<file path="config.mk">
export PLATFORM = sky130hd
export DESIGN_NAME = step2_mantissa_align_flat
export DESIGN_NICKNAME = d
export VERILOG_FILES = /design/src/rtl/step2_mantissa_align_if.sv /design/src/rtl/step2_mantissa_align.sv /design/src/flat_wrapper.sv
export SDC_FILE = /design/constraint.sdc
export NUM_CORES = 1
export LEC_CHECK = 0
export BUFFER_PORTS_ARGS = -buffer_cell sky130_fd_sc_hd__clkbuf_2
export CAP_MARGIN = 20
export CORE_ASPECT_RATIO = 0.8
export CORE_MARGIN = 2
export CORE_UTILIZATION = 59
export CTS_CLUSTER_SIZE = 16
export DETAILED_ROUTE_END_ITERATION = 8
export PLACE_DENSITY_LB_ADDON = 0.2
export SLEW_MARGIN = 20
export SYNTH_ARGS = -nofsm -noshare
export SYNTH_HDL_FRONTEND = slang
export SYNTH_SLANG_ARGS = --single-unit
</file>
<file path="constraint.sdc">
create_clock -name clock -period 7.9 [get_ports clock]
set_input_delay 0.395 -clock clock [delete_from_list [all_inputs] [get_ports clock]]
set_output_delay 0.395 -clock clock [all_outputs]
set_load 0.05 [all_outputs]
</file>
<file path="src/rtl/step2_mantissa_align_if.sv">
// Operand and result bundle between the sign/exponent selection stage,
// the mantissa alignment stage and the significand add/subtract stage.
interface step2_mantissa_align_if;
    logic        start;
    logic [7:0]  ex_A;
    logic [7:0]  ex_B;
    logic [22:0] man_A;
    logic [22:0] man_B;
    logic        ex_compare;
    logic [26:0] man_out1;
    logic [26:0] man_out2;
    logic [7:0]  ex_out;
    logic        busy;
    logic        done;

    modport master (
        output start, ex_A, ex_B, man_A, man_B, ex_compare,
        input  man_out1, man_out2, ex_out, busy, done
    );

    modport slave (
        input  start, ex_A, ex_B, man_A, man_B, ex_compare,
        output man_out1, man_out2, ex_out, busy, done
    );
endinterface

</file>
<file path="src/rtl/step2_mantissa_align.sv">
// Mantissa alignment stage of the MAC floating-point adder.
// Builds 27-bit extended significands {hidden, fraction, G, R, S} and
// right-shifts the smaller-exponent operand by the exponent difference,
// at most 4 bit positions per cycle, folding shifted-out bits into sticky.
module step2_mantissa_align (
    input  logic                   clock,
    input  logic                   resetn,
    step2_mantissa_align_if.slave  bus
);

    typedef enum logic [1:0] {
        IDLE  = 2'd0,
        SHIFT = 2'd1,
        DONE  = 2'd2
    } state_t;

    state_t      state;
    state_t      state_next;
    logic        load_en;
    logic        shift_en;

    logic [7:0]  rem;
    logic [7:0]  rem_next;
    logic [26:0] man1_q;
    logic [26:0] man2_q;
    logic [7:0]  ex_q;

    logic        hid_a;
    logic        hid_b;
    logic [7:0]  eff_a;
    logic [7:0]  eff_b;
    logic [7:0]  diff;
    logic [26:0] sig_a;
    logic [26:0] sig_b;
    logic [26:0] sig_large;
    logic [26:0] sig_small;
    logic [7:0]  ex_large;
    logic        too_far;

    logic [2:0]  step;
    logic [26:0] step_mask;
    logic [26:0] shifted;
    logic        sticky_in;

    // Operand preparation: hidden bits, denormal effective exponents, and
    // selection of larger/smaller operand from the trusted ex_compare flag.
    always_comb begin
        hid_a     = |bus.ex_A;
        hid_b     = |bus.ex_B;
        eff_a     = (bus.ex_A == 8'd0) ? 8'd1 : bus.ex_A;
        eff_b     = (bus.ex_B == 8'd0) ? 8'd1 : bus.ex_B;
        sig_a     = {hid_a, bus.man_A, 3'b000};
        sig_b     = {hid_b, bus.man_B, 3'b000};
        sig_large = sig_a;
        sig_small = sig_b;
        ex_large  = bus.ex_A;
        diff      = eff_a - eff_b;
        if (bus.ex_compare) begin
            sig_large = sig_b;
            sig_small = sig_a;
            ex_large  = bus.ex_B;
            diff      = eff_b - eff_a;
        end
        too_far = (diff >= 8'd27);
    end

    // One shifter step: move by min(rem, 4) and OR the dropped bits into bit 0
    // so a sticky bit, once set, survives every later step.
    always_comb begin
        step      = (rem > 8'd4) ? 3'd4 : rem[2:0];
        step_mask = (27'd1 << step) - 27'd1;
        sticky_in = |(man1_q & step_mask);
        shifted   = man1_q >> step;
        shifted[0] = shifted[0] | sticky_in;
        rem_next  = rem - {5'b00000, step};
    end

    // State register; reset aborts any operation in flight.
    always_ff @(posedge clock or negedge resetn) begin
        if (!resetn) begin
            state <= IDLE;
        end else begin
            state <= state_next;
        end
    end

    // Next-state logic plus load/shift strobes for the datapath.
    always_comb begin
        state_next = state;
        load_en    = 1'b0;
        shift_en   = 1'b0;
        case (state)
            IDLE: begin
                if (bus.start) begin
                    load_en = 1'b1;
                    if ((diff == 8'd0) || too_far) begin
                        state_next = DONE;
                    end else begin
                        state_next = SHIFT;
                    end
                end
            end
            SHIFT: begin
                shift_en = 1'b1;
                if (rem_next == 8'd0) begin
                    state_next = DONE;
                end
            end
            DONE: begin
                state_next = IDLE;
            end
            default: begin
                state_next = IDLE;
            end
        endcase
    end

    // Datapath registers: captured on an accepted start, shifted while in
    // SHIFT, and otherwise held so results stay visible after DONE.
    always_ff @(posedge clock or negedge resetn) begin
        if (!resetn) begin
            rem    <= 8'd0;
            man1_q <= 27'd0;
            man2_q <= 27'd0;
            ex_q   <= 8'd0;
        end else if (load_en) begin
            rem    <= diff;
            man2_q <= sig_large;
            ex_q   <= ex_large;
            man1_q <= too_far ? {26'd0, |sig_small} : sig_small;
        end else if (shift_en) begin
            rem    <= rem_next;
            man1_q <= shifted;
        end
    end

    assign bus.man_out1 = man1_q;
    assign bus.man_out2 = man2_q;
    assign bus.ex_out   = ex_q;
    assign bus.busy     = (state != IDLE);
    assign bus.done     = (state == DONE);

endmodule

</file>
<file path="src/flat_wrapper.sv">
// flat-port wrapper written by rule: the top's interface ports become plain ports
module step2_mantissa_align_flat 
  (clock, resetn, bus_start, bus_ex_A, bus_ex_B, bus_man_A, bus_man_B, bus_ex_compare, bus_man_out1, bus_man_out2, bus_ex_out, bus_busy, bus_done);
  step2_mantissa_align_if bus_i ();
  input  logic clock;
  input  logic resetn;
  input wire logic [$bits(bus_i.start)-1:0] bus_start;
  input wire logic [$bits(bus_i.ex_A)-1:0] bus_ex_A;
  input wire logic [$bits(bus_i.ex_B)-1:0] bus_ex_B;
  input wire logic [$bits(bus_i.man_A)-1:0] bus_man_A;
  input wire logic [$bits(bus_i.man_B)-1:0] bus_man_B;
  input wire logic [$bits(bus_i.ex_compare)-1:0] bus_ex_compare;
  output wire logic [$bits(bus_i.man_out1)-1:0] bus_man_out1;
  output wire logic [$bits(bus_i.man_out2)-1:0] bus_man_out2;
  output wire logic [$bits(bus_i.ex_out)-1:0] bus_ex_out;
  output wire logic [$bits(bus_i.busy)-1:0] bus_busy;
  output wire logic [$bits(bus_i.done)-1:0] bus_done;
  assign bus_i.start = bus_start;
  assign bus_i.ex_A = bus_ex_A;
  assign bus_i.ex_B = bus_ex_B;
  assign bus_i.man_A = bus_man_A;
  assign bus_i.man_B = bus_man_B;
  assign bus_i.ex_compare = bus_ex_compare;
  assign bus_man_out1 = bus_i.man_out1;
  assign bus_man_out2 = bus_i.man_out2;
  assign bus_ex_out = bus_i.ex_out;
  assign bus_busy = bus_i.busy;
  assign bus_done = bus_i.done;
  step2_mantissa_align u_core (.clock(clock), .resetn(resetn), .bus(bus_i));
endmodule
</file>
==> impl_metrics.toml, run 1 <==
[yosys]
yosysWarnings = 0
synth-seq-cells = 69
synth_commonest_cells = "nand2_1 (88), dfrtp_1 (69), o21ai_0 (67)"
syn_area_um2 = 5540
syn_inst = 656
synth.distinct_cells = 65
ys.flop_type = "dfrtp_1"
async_flop_share = 1.00
ys_seq_area_frac = 0.312
syn_area_per_cell_um2 = 8.44
synth-edff-count = 0
synth_area_leaders = "dfrtp_1 (31%), mux2i_1 (12%), o21ai_0 (6.1%)"
yosysTopAreaCellShare = 0.312
yosys.area.top_type = "dfrtp_1"
synth.most_common_cell = "nand2_1"

[global_routing]
grt_pass1_vias = 5396
grt_max_degree = 70
grt_usage = 0.325
gr-total-overflow = 0
antenna_found_initial = 0
grt_pass1_wl_um = 26900

[power]
ir_drop_v = 0.000294
power_density_nw_per_um2 = 394
p_leak_nw = 2.99

[clock_tree]
cts_setup_buffers = 0
numCtsBuffers = 9
clk_latency_ps = 330
clk_pin_slew_ps = 60
clk_path_buf_depth = 2
clockRootBuffer = "clkbuf_16"
cts_tree = "built"
cts-resized-gates = 0
cts_num_sinks = 69
htree_num_levels = 3
postCtsHoldBufs = 0

[floorplanning]
io_pins = 130
die_w_um = 112
chipHeight_um = 90.6
num_rows = 31
start_util = 0.610
core_um2 = 9080
dieArea_um2 = 10200

[timing]
worst_pin_slew_ps = 912
max-slew-margin-rel = 0.392
hold_slack_ps = 269
hold_viol_final = 0
min_period_ps = 4410
finalSetupViolCount = 0
max_freq_ghz = 0.227
slew_violations = 0
skew_ps = 6.71
rsz0062_at_grt = "false"
finalCritPeriodShare = 0.558
tns_ps = 0

[worst_setup_path]
end_kind = "register"
timing_worst_setup_path_type = "primary input to register"
path_max_fanout = 14
start_kind = "primary input"
cp.required_ps = 8130
crit_arrival_ps = 4640

[finish]
area.growth.synth_to_final_pct = 16.9
finalNetCount = 833
final_util = 0.713
n_fill_cell = 704
fin_area_um2 = 6470
drive_gt1_frac = 0.256
antenna_cells = 0

[place]
gp_congestion = 0.959
dpl_cell_area_um2 = 6140
hpwl_um = 11800
port_buffers = 126

[route]
drt-initial-drc-count = 666
drc_errors = 0
drt_first_pass_iters = 8
wl_um = 16500
vias = 5678
avgRoutedWirePerCell_um = 19.0
vias_per_cell = 6.54
antenna_left = 0

[run_status]
status = "finished, final reports clean"

[min_path]
hp-class = "primary input to async pin"

[run]
cap_violations = 0
-- cell type report --
type                            count  area (µm²)  share of cell area
Clock inverter                      6        86.3              0.0133
Multi-Input combinational cell    507        3460               0.535
Clock buffer                       10         239              0.0369
Tap cell                          115         144              0.0222
Timing Repair Buffer              138         723               0.112
Sequential cell                    69        1730               0.267
Inverter                           23        86.3              0.0133
-- layer usage --
metal	vias up	wire length, µm	GRT usage
met1	2704	6680	0.428
met5	-	0	0
met3	45	1530	0.0738
li1	2589	-	-
met2	340	7860	0.539
met4	0	385	0.0915
-- sequential cells by signal, summed over array words and instances (netlist names) --
| signal | flops |
|---|---|
| u_core.bus.man_out1 | 27 |
| u_core.bus.man_out2 | 24 |
| u_core.bus.ex_out | 8 |
| u_core.rem | 8 |
| u_core.state | 2 |
-- layout by cell type, fill, tap and decap left out, drive strengths merged, types with 6 or more instances in the layout --
cell type,instances
a211oi,7
a21oi,49
a22oi,6
a31oi,7
a41oi,7
buf,14
clkbuf,134
conb,6
dfrtp,69
ha,17
inv,23
mux2,16
mux2i,65
mux4,6
nand2,88
nand3,8
nand4,8
nor2,35
nor3,8
nor4,18
o211ai,8
o21ai,71
o22ai,19
-- report_power, final --
group	total [mW]	switching (mW)	internal, mW	leakage [nW]
clock network	0.442	0.158	0.284	0.158
logic	1.41	1.00	0.410	1.97
registers	0.694	0.186	0.508	0.863
total	2.55	1.34	1.20	2.99
-- stage by stage --
step           setup slack [ps]  cells  total power, mW
2_1_floorplan              4580    660             1.73
3_3_place_gp               3600    852             2.05
3_5_place_dp               3330    852             2.08
4_1_cts                    3650    868             2.53
5_1_grt                    3200    868             2.68
6_report                   3490    868             2.55
-- critical path, cell delays in order --
cell and delay (ps):
clkbuf_2 140, nor4_1 660, a21oi_1 200, inv_1 100, ha_1 180, inv_1 60
fa_1 350, mux2i_1 290, nor3_1 120, or4_4 460, a2111oi_4 780, nand4_2 560
o21ai_0 350
-- final timing paths --
| check | slack (ps) | end | start | cells past startpoint |
|---|---|---|---|---|
| min reg2reg | 480 | u_core.bus.man_out2[22] | u_core.bus.man_out2[22] | 2 |
| min in group clock | 390 | u_core.bus.man_out2[22] | bus_man_A[19] | 3 |
| max reg2reg | 4680 | u_core.bus.man_out1[0] | u_core.rem[6] | 9 |
| max in group asynchronous | 7030 | u_core.bus.man_out1[5] | resetn | 2 |
| max | 3490 | u_core.bus.man_out1[16] | bus_ex_A[1] | 13 |
| min | 270 | u_core.bus.man_out2[18] | resetn | 2 |
-- cells by family (layout without fill, tap and decap cells) --
group | count (synthesis) | count (layout) | share of synthesized area
mux | 87 | 87 | 0.175
compound gates | 198 | 198 | 0.227
other cells | 2 | 6 | 0.00136
flops | 69 | 69 | 0.312
simple gates | 191 | 191 | 0.165
buf+inv | 84 | 177 | 0.0653
fa+ha+maj | 19 | 19 | 0.0457
xor+xnor | 6 | 6 | 0.00949
Note: power is estimated with default switching activity, not from simulation.
==> inputs of run 2 (changes only) <==
--- a/config.mk
+++ b/config.mk
@@ -9,7 +9,7 @@
 export CAP_MARGIN = 20
 export CORE_ASPECT_RATIO = 0.8
 export CORE_MARGIN = 2
-export CORE_UTILIZATION = 59
+export CORE_UTILIZATION = 55
 export CTS_CLUSTER_SIZE = 16
 export DETAILED_ROUTE_END_ITERATION = 8
 export PLACE_DENSITY_LB_ADDON = 0.2
==> constraint.sdc (replaced) <==
create_clock -name clock -period 4.2 [get_ports clock]
set_input_delay 0.21 -clock clock [delete_from_list [all_inputs] [get_ports clock]]
set_output_delay 0.21 -clock clock [all_outputs]
set_load 0.05 [all_outputs]
==> impl_metrics.toml, run 2 (synthesis gave the netlist of run 1 again) <==
[worst_setup_path]
crit_start = "bus_ex_A[1]"
cpMostUsedCell = "inv_1"
path_buf_inv = 3
r2r_start = "u_core.rem[6]"
path_max_fanout = 14
slowest_delay_ps = 610
crit_family = "simple AND/OR/NAND/NOR gates"
timing_worst_setup_path_type = "primary input to register"
slowest_stage = "nor4_1"
cp.required_ps = 4440
start_kind = "primary input"
crit_arrival_ps = 3980
path_cells = "clkbuf_2 > nor4_1 > a21oi_1 > inv_1 > ha_1 > inv_1 > fa_1 > mux2i_1 > nor3_1 > or4_4 > a2111oi_4 > nand4_2 > o21ai_0"
end_kind = "register"

[timing]
hold_slack_ps = 3.84
slew_violations = 0
skew_ps = 10.5
finalCritPeriodShare = 0.890
max-slew-margin-rel = 0.381
tns_ps = 0
rsz0062_at_grt = "false"
hold_viol_final = 0
min_period_ps = 3740
finalSetupViolCount = 0
max_freq_ghz = 0.267
worst_pin_slew_ps = 929

[finish]
antenna_cells = 0
n_fill_cell = 817
multi_input_area_um2 = 3470
drive_gt1_frac = 0.259
mostFrequentLayoutCells = "clkbuf_2 (124), nand2_1 (88), dfrtp_1 (69)"
finalNetCount = 835
instances_no_fill = 890
final_common_cell = "clkbuf_2"
largest_register_ff_count = 27
regArea_um2 = 1730
area.growth.synth_to_final_pct = 17.5

[place]
dp_cells = 875
gp_congestion = 0.880
hpwl_um = 12100
port_buffers = 126

[clock_tree]
clk_latency_ps = 340
postCtsHoldBufs = 0
cts_setup_buffers = 0
htree_num_levels = 3
clk_path_buf_depth = 2
clockRootBuffer = "clkbuf_16"
numCtsBuffers = 9
clk_pin_slew_ps = 60
cts_tree = "built"
cts_num_sinks = 69
cts-resized-gates = 0

[route]
wl_um = 16400
vias = 5546
drt_first_pass_iters = 5
drc_errors = 0
antenna_left = 0
drt-initial-drc-count = 444
avgRoutedWirePerCell_um = 18.4
vias_per_cell = 6.23

[global_routing]
grt_pass1_vias = 5214
grt_usage = 0.303
grt_max_degree = 68
antenna_found_initial = 0
gr-total-overflow = 0
grt_pass1_wl_um = 25800

[floorplanning]
io_pins = 130
start_util = 0.569
dieArea_um2 = 10900
num_rows = 32
chipHeight_um = 93.7
core_um2 = 9730
die_w_um = 116

[run]
cap_violations = 0

[run_status]
status = "finished, final reports clean"

[power]
ir_drop_v = 0.000435
power_density_nw_per_um2 = 735
p_leak_nw = 2.99
finalPower_mw = 4.78

[min_path]
hp-class = "primary input to async pin"
## run 2: metal layers
layer / track usage / up-vias / part of all wire
met5: 0 / - / 0
li1: - / 2590 / -
met1: 0.388 / 2633 / 0.42
met4: 0.101 / 0 / 0.021
met3: 0.0658 / 37 / 0.080
met2: 0.511 / 286 / 0.48
## run 2: stage by stage
stage                     area [µm²]   util  setup WS, ps
after floorplan                 5550      -          1070
after global placement          6190  0.636           462
after detailed placement        6190  0.636           272
after CTS                       6500  0.668           516
after global routing            6500  0.668           188
final                           6500  0.668           460
## run 2: layout make-up
cell class | instances | share of cell area
Clock buffer | 9 | 0.0346
Clock inverter | 6 | 0.0137
Inverter | 23 | 0.0133
Multi-Input combinational cell | 507 | 0.533
Sequential cell | 69 | 0.266
Tap cell | 136 | 0.0262
Timing Repair Buffer | 140 | 0.114
## run 2: power by group
group | leakage, nW | internal, mW | switching, mW | total [mW]
registers | 0.863 | 0.955 | 0.416 | 1.37
logic | 1.98 | 0.779 | 1.81 | 2.59
clock network | 0.147 | 0.516 | 0.298 | 0.814
## run 2: worst paths after layout
kind	endpoint	slack, ps	depth (start not counted)
worst max register to register	u_core.bus.man_out1[0]	1200	9
min in group clock	u_core.bus.man_out2[21]	190	3
worst min register to register	u_core.bus.man_out2[24]	480	2
worst max-delay path	u_core.bus.man_out1[19]	460	13
worst min-delay path	u_core.bus.man_out2[22]	4	1
max in group asynchronous	u_core.bus.man_out1[5]	3210	2
